**config.mk**
```make
export PLATFORM = sky130hd
export DESIGN_NAME = mem_stage
export DESIGN_NICKNAME = d
export VERILOG_FILES = /design/src/rtl/mem_stage_pkg.sv /design/src/rtl/mem_stage_ld_ext.sv /design/src/rtl/mem_stage.sv
export SDC_FILE = /design/constraint.sdc
export NUM_CORES = 1
export LEC_CHECK = 0
export BUFFER_PORTS_ARGS = -buffer_cell sky130_fd_sc_hd__buf_2
export CAP_MARGIN = 20
export CELL_PAD_IN_SITES_DETAIL_PLACEMENT = 0
export CELL_PAD_IN_SITES_GLOBAL_PLACEMENT = 1
export CORE_MARGIN = 1
export CORE_UTILIZATION = 34
export CTS_CLUSTER_DIAMETER = 150
export DETAILED_ROUTE_END_ITERATION = 6
export GPL_ROUTABILITY_DRIVEN = 0
export GPL_TIMING_DRIVEN = 0
export PLACE_DENSITY = 0.86
export SLEW_MARGIN = 30
export SYNTH_ARGS = -nofsm -noshare
export SYNTH_HDL_FRONTEND = slang
export SYNTH_SLANG_ARGS = --single-unit
```
**constraint.sdc**
```tcl
create_clock -name clk -period 4.35 [get_ports clk]
set_input_delay 0.2175 -clock clk [delete_from_list [all_inputs] [get_ports clk]]
set_output_delay 0.2175 -clock clk [all_outputs]
set_load 0.01 [all_outputs]
```
**src/rtl/mem_stage_pkg.sv**
```systemverilog
// Shared definitions for the memory-access stage: widths, memory op codes and op decode helpers.
package mem_stage_pkg;

  localparam int unsigned REG_W     = 32;
  localparam int unsigned REG_AW    = 5;
  localparam int unsigned MEM_BUS_W = 8;
  localparam int unsigned MEM_OP_W  = 4;

  typedef logic [MEM_OP_W-1:0] mem_op_t;

  localparam mem_op_t MEM_OP_NOP = 4'd0;
  localparam mem_op_t MEM_OP_LB  = 4'd1;
  localparam mem_op_t MEM_OP_LH  = 4'd2;
  localparam mem_op_t MEM_OP_LW  = 4'd3;
  localparam mem_op_t MEM_OP_LBU = 4'd4;
  localparam mem_op_t MEM_OP_LHU = 4'd5;
  localparam mem_op_t MEM_OP_SB  = 4'd6;
  localparam mem_op_t MEM_OP_SH  = 4'd7;
  localparam mem_op_t MEM_OP_SW  = 4'd8;

  function automatic logic op_is_mem(input mem_op_t op);
    return (op >= MEM_OP_LB) && (op <= MEM_OP_SW);
  endfunction

  function automatic logic op_is_store(input mem_op_t op);
    return (op >= MEM_OP_SB) && (op <= MEM_OP_SW);
  endfunction

  // Bytes moved by the op; 0 for anything that is not a memory op.
  function automatic logic [2:0] op_nbytes(input mem_op_t op);
    case (op)
      MEM_OP_LB, MEM_OP_LBU, MEM_OP_SB: return 3'd1;
      MEM_OP_LH, MEM_OP_LHU, MEM_OP_SH: return 3'd2;
      MEM_OP_LW, MEM_OP_SW:             return 3'd4;
      default:                          return 3'd0;
    endcase
  endfunction

endpackage

```
**src/rtl/mem_stage_ld_ext.sv**
```systemverilog
// Sign/zero extension of the assembled load buffer according to the load op.
module mem_ld_ext
  import mem_stage_pkg::*;
(
  input  logic [3:0]  i_mem_op,
  input  logic [31:0] i_ld_buf,
  output logic [31:0] o_ld_data_c
);

  always_comb begin
    o_ld_data_c = 32'd0;
    case (i_mem_op)
      MEM_OP_LB:  o_ld_data_c = {{24{i_ld_buf[7]}}, i_ld_buf[7:0]};
      MEM_OP_LBU: o_ld_data_c = {24'd0, i_ld_buf[7:0]};
      MEM_OP_LH:  o_ld_data_c = {{16{i_ld_buf[15]}}, i_ld_buf[15:0]};
      MEM_OP_LHU: o_ld_data_c = {16'd0, i_ld_buf[15:0]};
      MEM_OP_LW:  o_ld_data_c = i_ld_buf;
      default:    o_ld_data_c = 32'd0;
    endcase
  end

endmodule

```
**src/rtl/mem_stage.sv**
```systemverilog
// RV32I memory stage: passes non-memory results through and serialises loads/stores
// into single-byte accesses on an 8-bit synchronous RAM port, stalling until done.
module mem_stage
  import mem_stage_pkg::*;
#(
  parameter int unsigned RAM_AW = 17
) (
  input  logic              clk,
  input  logic              rst,
  input  logic [4:0]        wd_i,
  input  logic              wreg_i,
  input  logic [31:0]       wdata_i,
  input  logic [3:0]        mem_op_i,
  input  logic [31:0]       mem_addr_i,
  input  logic [31:0]       mem_sdata_i,
  input  logic [7:0]        ram_din_i,
  output logic [RAM_AW-1:0] ram_addr_o,
  output logic              ram_we_o,
  output logic [7:0]        ram_dout_o,
  output logic [4:0]        wd_o,
  output logic              wreg_o,
  output logic [31:0]       wdata_o,
  output logic              stallreq
);

  localparam logic [1:0] ST_IDLE = 2'd0;
  localparam logic [1:0] ST_BUSY = 2'd1;
  localparam logic [1:0] ST_DONE = 2'd2;

  logic [1:0]  r_state;
  logic [2:0]  r_cnt;
  logic [31:0] r_ld_buf;

  logic [1:0]  w_state_nxt;
  logic [2:0]  w_cnt_nxt;
  logic [31:0] w_ld_buf_nxt;

  logic        w_is_mem;
  logic        w_is_store;
  logic [2:0]  w_nbytes;
  logic [1:0]  w_ld_idx;
  logic [4:0]  w_ld_sel;
  logic [4:0]  w_st_sel;
  logic [31:0] w_addr_k;
  logic [31:0] w_ld_data;

  assign w_is_mem   = op_is_mem(mem_op_i);
  assign w_is_store = op_is_store(mem_op_i);
  assign w_nbytes   = op_nbytes(mem_op_i);
  // Byte k-1 of ld_buf receives the data for the access issued while cnt was k-1.
  assign w_ld_idx   = r_cnt[1:0] - 2'd1;
  assign w_ld_sel   = {w_ld_idx, 3'b000};
  assign w_st_sel   = {r_cnt[1:0], 3'b000};
  // cnt is 0 in IDLE, so this also yields byte 0's address there.
  assign w_addr_k   = mem_addr_i + 32'(r_cnt);

  mem_ld_ext u_ld_ext (
    .i_mem_op    (mem_op_i),
    .i_ld_buf    (r_ld_buf),
    .o_ld_data_c (w_ld_data)
  );

  // State register.
  always_ff @(posedge clk) begin
    if (rst) begin
      r_state  <= ST_IDLE;
      r_cnt    <= 3'd0;
      r_ld_buf <= 32'd0;
    end else begin
      r_state  <= w_state_nxt;
      r_cnt    <= w_cnt_nxt;
      r_ld_buf <= w_ld_buf_nxt;
    end
  end

  // Next-state logic.
  always_comb begin
    w_state_nxt  = r_state;
    w_cnt_nxt    = r_cnt;
    w_ld_buf_nxt = r_ld_buf;
    case (r_state)
      ST_IDLE: begin
        if (w_is_mem) begin
          w_state_nxt = ST_BUSY;
          w_cnt_nxt   = 3'd1;
        end
      end
      ST_BUSY: begin
        if (w_is_mem && !w_is_store) w_ld_buf_nxt[w_ld_sel +: 8] = ram_din_i;
        if (r_cnt < w_nbytes) begin
          w_cnt_nxt = r_cnt + 3'd1;
        end else begin
          w_state_nxt = ST_DONE;
          w_cnt_nxt   = 3'd0;
        end
      end
      default: begin
        w_state_nxt = ST_IDLE;
        w_cnt_nxt   = 3'd0;
      end
    endcase
  end

  // Outputs: zero-latency passthrough, RAM port drive and stall, all gated by rst.
  always_comb begin
    ram_addr_o = '0;
    ram_we_o   = 1'b0;
    ram_dout_o = 8'd0;
    wd_o       = 5'd0;
    wreg_o     = 1'b0;
    wdata_o    = 32'd0;
    stallreq   = 1'b0;
    if (!rst) begin
      if (!w_is_mem) begin
        wd_o    = wd_i;
        wreg_o  = wreg_i;
        wdata_o = wdata_i;
      end else begin
        wd_o = wd_i;
        case (r_state)
          ST_IDLE, ST_BUSY: begin
            stallreq = 1'b1;
            if ((r_state == ST_IDLE) || (r_cnt < w_nbytes)) begin
              ram_addr_o = w_addr_k[RAM_AW-1:0];
              if (w_is_store) begin
                ram_we_o   = 1'b1;
                ram_dout_o = mem_sdata_i[w_st_sel +: 8];
              end
            end
          end
          ST_DONE: begin
            if (!w_is_store) begin
              wreg_o  = wreg_i;
              wdata_o = w_ld_data;
            end
          end
          default: ;
        endcase
      end
    end
  end

endmodule

```
### Word-level counts from Yosys, hierarchy flattened

Memories as Yosys holds them, arrays and structs flattened.
Cells that the tools add are included.
W data, S select, Z words.

* bits in read-only memories: 48
* register bits after elaboration: 37
* memories: 1
* output and inout port bits: 65

Memory list
* (no name shown): words 16, bits a word 3, read ports 1, clocked after Yosys merged registers in 0, write ports 0, line mem_stage_pkg.sv:31 `case (op)`

* shifts and indexed selects: 3
* reduce and logical (&&, ||, !) cells: 9
* $add $sub $neg: 4
* order comparisons: 4
* multiplexer cells: 34
* eq/ne operators: 9

Operators by type and width (number)
* $pmux W32 S5: 1
* $mux W32: 4
* $mux W17: 4
* $mux W8: 5
* $bwmux W32: 1
* $shift A8 B7 Y32 const A: 1
* $shiftx A32 B6 Y8: 1
* $shiftx A8 B7 Y32: 1
* $add A17 B3 Y17: 1
* $mux W1: 12
* $eq A4 B2 Y1 const B: 2
* $eq A4 B3 Y1 const B: 2
* $neg A5 Y7: 1
* $mux W3: 2
* $pmux W3 S2: 1
* $mux W5: 1
* $eq A4 B1 Y1 const B: 1
* $ge A4 B1 Y1 const B: 1
* $ge A4 B3 Y1 const B: 1
* $le A4 B4 Y1 const B: 1
* $mux W2: 2
* $ne A2 B2 Y1 const B: 2
* $pmux W2 S2: 1
* $reduce_and A2 Y1: 2
* other kinds (10): 12

### Logic depth before layout (Yosys ltp)

* depth in word-level cells: 7
* mapped depth: 11

### Modules after synthesis

From an unflattened synthesis, not the netlist that was laid out.

* cells, all modules: 455
* area, all modules: 3535.9 sq um

By module, submodules not included
* mem_stage: seq. area each 740.7 sq um, times used 1, area an instance 3159.3 sq um, cells each 408
* mem_ld_ext: seq. area each 0.0 sq um, times used 1, area an instance 376.6 sq um, cells each 47

### Worst setup path before layout

OpenSTA, ideal clock, no wires.

* kind: register to output
* start: register r_cnt[1]
* end: output ram_addr_o[16]
* slack: 1640 ps
* buffers on the path: 1
* stages on the path, launching flop included: 8
* required time: 4133 ps
* arrival time: 2493 ps
* path through: dfxtp_1 -> clkbuf_1 -> inv_1 -> fa_1 -> and2b_1 -> o2111ai_1 -> or3_1 -> a211oi_1

* cells in the longest elaborated chain, start to end: 6

RTL lines
* from (decl): line mem_stage.sv:31 `logic [2:0] r_cnt;`
* from (signal assigned): line mem_stage.sv:71 `r_cnt <= w_cnt_nxt;`
* parallel branches: the longest is 2 deep, another holds $add A17 B3 Y17
* $mux W17 *: line mem_stage.sv:123 `if ((r_state == ST_IDLE) || (r_cnt < w_nbytes)) begin`
* $mux W17 *: line mem_stage.sv:120 `case (r_state)`
* $mux W17 *: line mem_stage.sv:114 `if (!w_is_mem) begin`
* $mux W17 *: line mem_stage.sv:113 `if (!rst) begin`
* to (decl): line mem_stage.sv:17 `output logic [RAM_AW-1:0] ram_addr_o,`

Mark *: on every way between the ends.

### Worst setup path after layout

* start: register r_cnt[1]
* end: output ram_addr_o[14]

The elaborated chain is that of the path after synthesis.

==> metrics.txt <==
Mapped Area=0.00341 mm2; Finished Layout Cells=745; number of core rows=36; setup TNS=0 ps; DR vias=3997; dominant cell type by area after synthesis=dfxtp_1; critical path launch point type=flip-flop; Yosys cell types=61; ys flop type=dfxtp_1; die area=0.0104 mm2; Sinks on Clock Net=37; DR pass1 iterations=5; dpl cells=739; critical path endpoint category=primary output; antenna violations before repair=0; flops & latches, synth=37; starting density of the core=35.1%; Net Sw Frac=34.5%; fin crit share=81.2%; Vias/cell=5.37; post-synth top area share=21.7%; critical path class=flip-flop to primary output; Internal Power=584 uW; Port Buf Inserts=164; I/O pin cnt=181; Clk pwr share=25.2%; Synth Net Count=570; CTS tree=built; vias in the first global route=3735; Tot GR Track Use=21.7%; clock tree buffer depth=2; Post-DRT Antenna Nets=0; total power=891 uW; status=completed; HP Class=primary input to flip-flop; final hold vios=0; Post-synth EDFFs=0; Flop pwr share=39.4%; post-layout util=46.0%; VDD IR max=135 uV; # setup viols final=0; hold bufs inserted after CTS=0; Gate Count Post-Synth=442; CTS buffer count=5; post-synthesis sequential area ratio=21.7%; Final Net Count=741; Placement Setup Slack=1060 ps; Power Density=199 mW/mm2; Arrival @ worst endpoint=3310 ps; DP Wirelength=9140 um; Combinational Power Share=35.4%; crit path setup slack, layout=820 ps; largest net degree at the start of global routing=11; FFs w/ async S/R, synth=0%; worst skew pair latency=290 ps; wire length per cell=15.4 um; fin crit period=3530 ps; Detailed Route Iter0 Violations=265; Layout fillers=1023; Root Buffer=clkbuf_8; DRC violations left=0; die width=102 um; clock skew=4.94 ps; global-route wire length before repair=17800 um; Gates resized, CTS repair=0; Max FO, Critical Path=10; final slew viol count=0; Leak=0.00180 uW; diodes inserted=0; Area Growth Syn to Fin=31.2%; Die Span Y=102 um; Critical Path RT=4130 ps; max frequency=0.283 GHz; RSZ-0062 raised after global routing=false; fraction of final layout cells sized beyond drive strength 1=37.4%; clock slew at the register clock pins of the worst setup and hold paths=70 ps; dominant cells by area after synthesis=dfxtp_1 22%, a21oi_1 9.1%, nand2_1 8.9%; total wire length=11500 um; gr ovfl total=0; Maximum Capacitance Violations=0; core area=0.00973 mm2; Least-Margin Pin Slew=952 ps; Syn Area/Cell=7.72 um2; slew margin rel.=34.7%; switching power=308 uW; H-tree levels=2; Yosys Warn Count=0; # Post-CTS Setup Buffers=0
-- cell usage after synthesis (2+ instances only) --
library cell / number
nand2_1: 81
a21oi_1: 62
nand3_1: 38
dfxtp_1: 37
a21o_1: 18
clkbuf_1: 17
nor3_2: 17
ha_1: 11
nor2_1: 11
a22oi_1: 8
mux4_2: 8
o2bb2ai_1: 8
buf_2: 7
buf_6: 7
inv_1: 7
o21ai_0: 7
xor2_1: 7
nand4_1: 6
nor2b_1: 6
and4_1: 5
nor3_1: 5
nor3b_1: 5
nand2b_1: 4
or3_1: 4
a211oi_1: 3
a211oi_2: 3
and3_1: 3
buf_4: 3
nand3b_1: 3
o211ai_1: 3
xnor2_1: 3
and2b_1: 2
nand4b_1: 2
o2111ai_1: 2
o31ai_1: 2
or4_1: 2
-- area by class of cell --
| cell class | instances | area (um2) | share of cell area, % |
|---|---|---|---|
| Buffer | 36 | 209 | 4.67 |
| Clock buffer | 5 | 68.8 | 1.54 |
| Clock inverter | 1 | 5.00 | 0.112 |
| Inverter | 7 | 26.3 | 0.587 |
| Multi-Input combinational cell | 362 | 2440 | 54.5 |
| Sequential cell | 37 | 741 | 16.5 |
| Tap cell | 133 | 166 | 3.72 |
| Timing Repair Buffer | 164 | 821 | 18.3 |
-- power by group through the flow --
stage,Combinational (uW),Sequential (uW),Clock (uW)
after floorplan,190,356,0
after global placement,307,359,0
after detailed placement,313,359,0
after CTS,314,352,227
after global routing,345,353,244
final,315,351,225
-- cell usage in the layout (no fill, tap or decap), types with 5 or more instances in the layout --
cell       count
buf_2        171
nand2_1       81
a21oi_1       62
nand3_1       38
dfxtp_1       37
a21o_1        18
clkbuf_1      17
nor3_2        17
nor2_1        11
ha_1          11
mux4_2         8
o2bb2ai_1      8
a22oi_1        8
inv_1          7
buf_6          7
o21ai_0        7
xor2_1         7
nand4_1        6
nor2b_1        6
and4_1         5
nor3_1         5
clkbuf_8       5
-- through the flow --
stage | cell area (um2) | hold slack [ps]
2_1_floorplan | 3410 | 369
3_3_place_gp | 4400 | 440
3_5_place_dp | 4400 | 444
4_1_cts | 4470 | 238
5_1_grt | 4480 | 247
6_report | 4480 | 241
-- metal layers --
metal | GRT usage [%] | share of wire [%] | vias to the layer above
met3 | 2.39 | 7.2 | 10
li1 | - | - | 1944
met5 | 0 | 0 | -
met1 | 27.3 | 43 | 1856
met4 | 4.84 | 0.91 | 0
met2 | 39.6 | 49 | 187
-- flip-flops by register name, summed over array words and instances, names as in the netlist --
signal / count
r_cnt: 3
r_ld_buf: 32
r_state: 2
-- path summary, 6_finish.rpt --
| check | depth (start not counted) | startpoint | slack (ps) | to |
|---|---|---|---|---|
| max | 8 | r_cnt[1] | 820 | ram_addr_o[14] |
| min | 3 | ram_din_i[5] | 240 | r_ld_buf[13] |
| max reg2reg | 6 | r_cnt[1] | 1600 | r_ld_buf[20] |
| min reg2reg | 2 | r_ld_buf[6] | 450 | r_ld_buf[6] |
-- worst max-delay path: stages (launching register included) --
cell and delay [ps]:
dfxtp_1 470, clkbuf_1 440, inv_1 240, fa_1 450, and2b_1 310, o2111ai_1 240
or3_1 400, a211oi_2 290, buf_2 190
-- kinds of logic after synthesis --
family	Yosys count	synth area share (%)
AO/OA/AOI/OAI	123	24.3
flip-flops	37	21.7
multiplexers	9	5.57
AND/OR/NAND/NOR	207	33.5
buffers and inverters	43	6.89
XOR/XNOR	11	3.37
adder cells (fa/ha/maj)	12	4.62
Power figures use the tool's default switching activity.
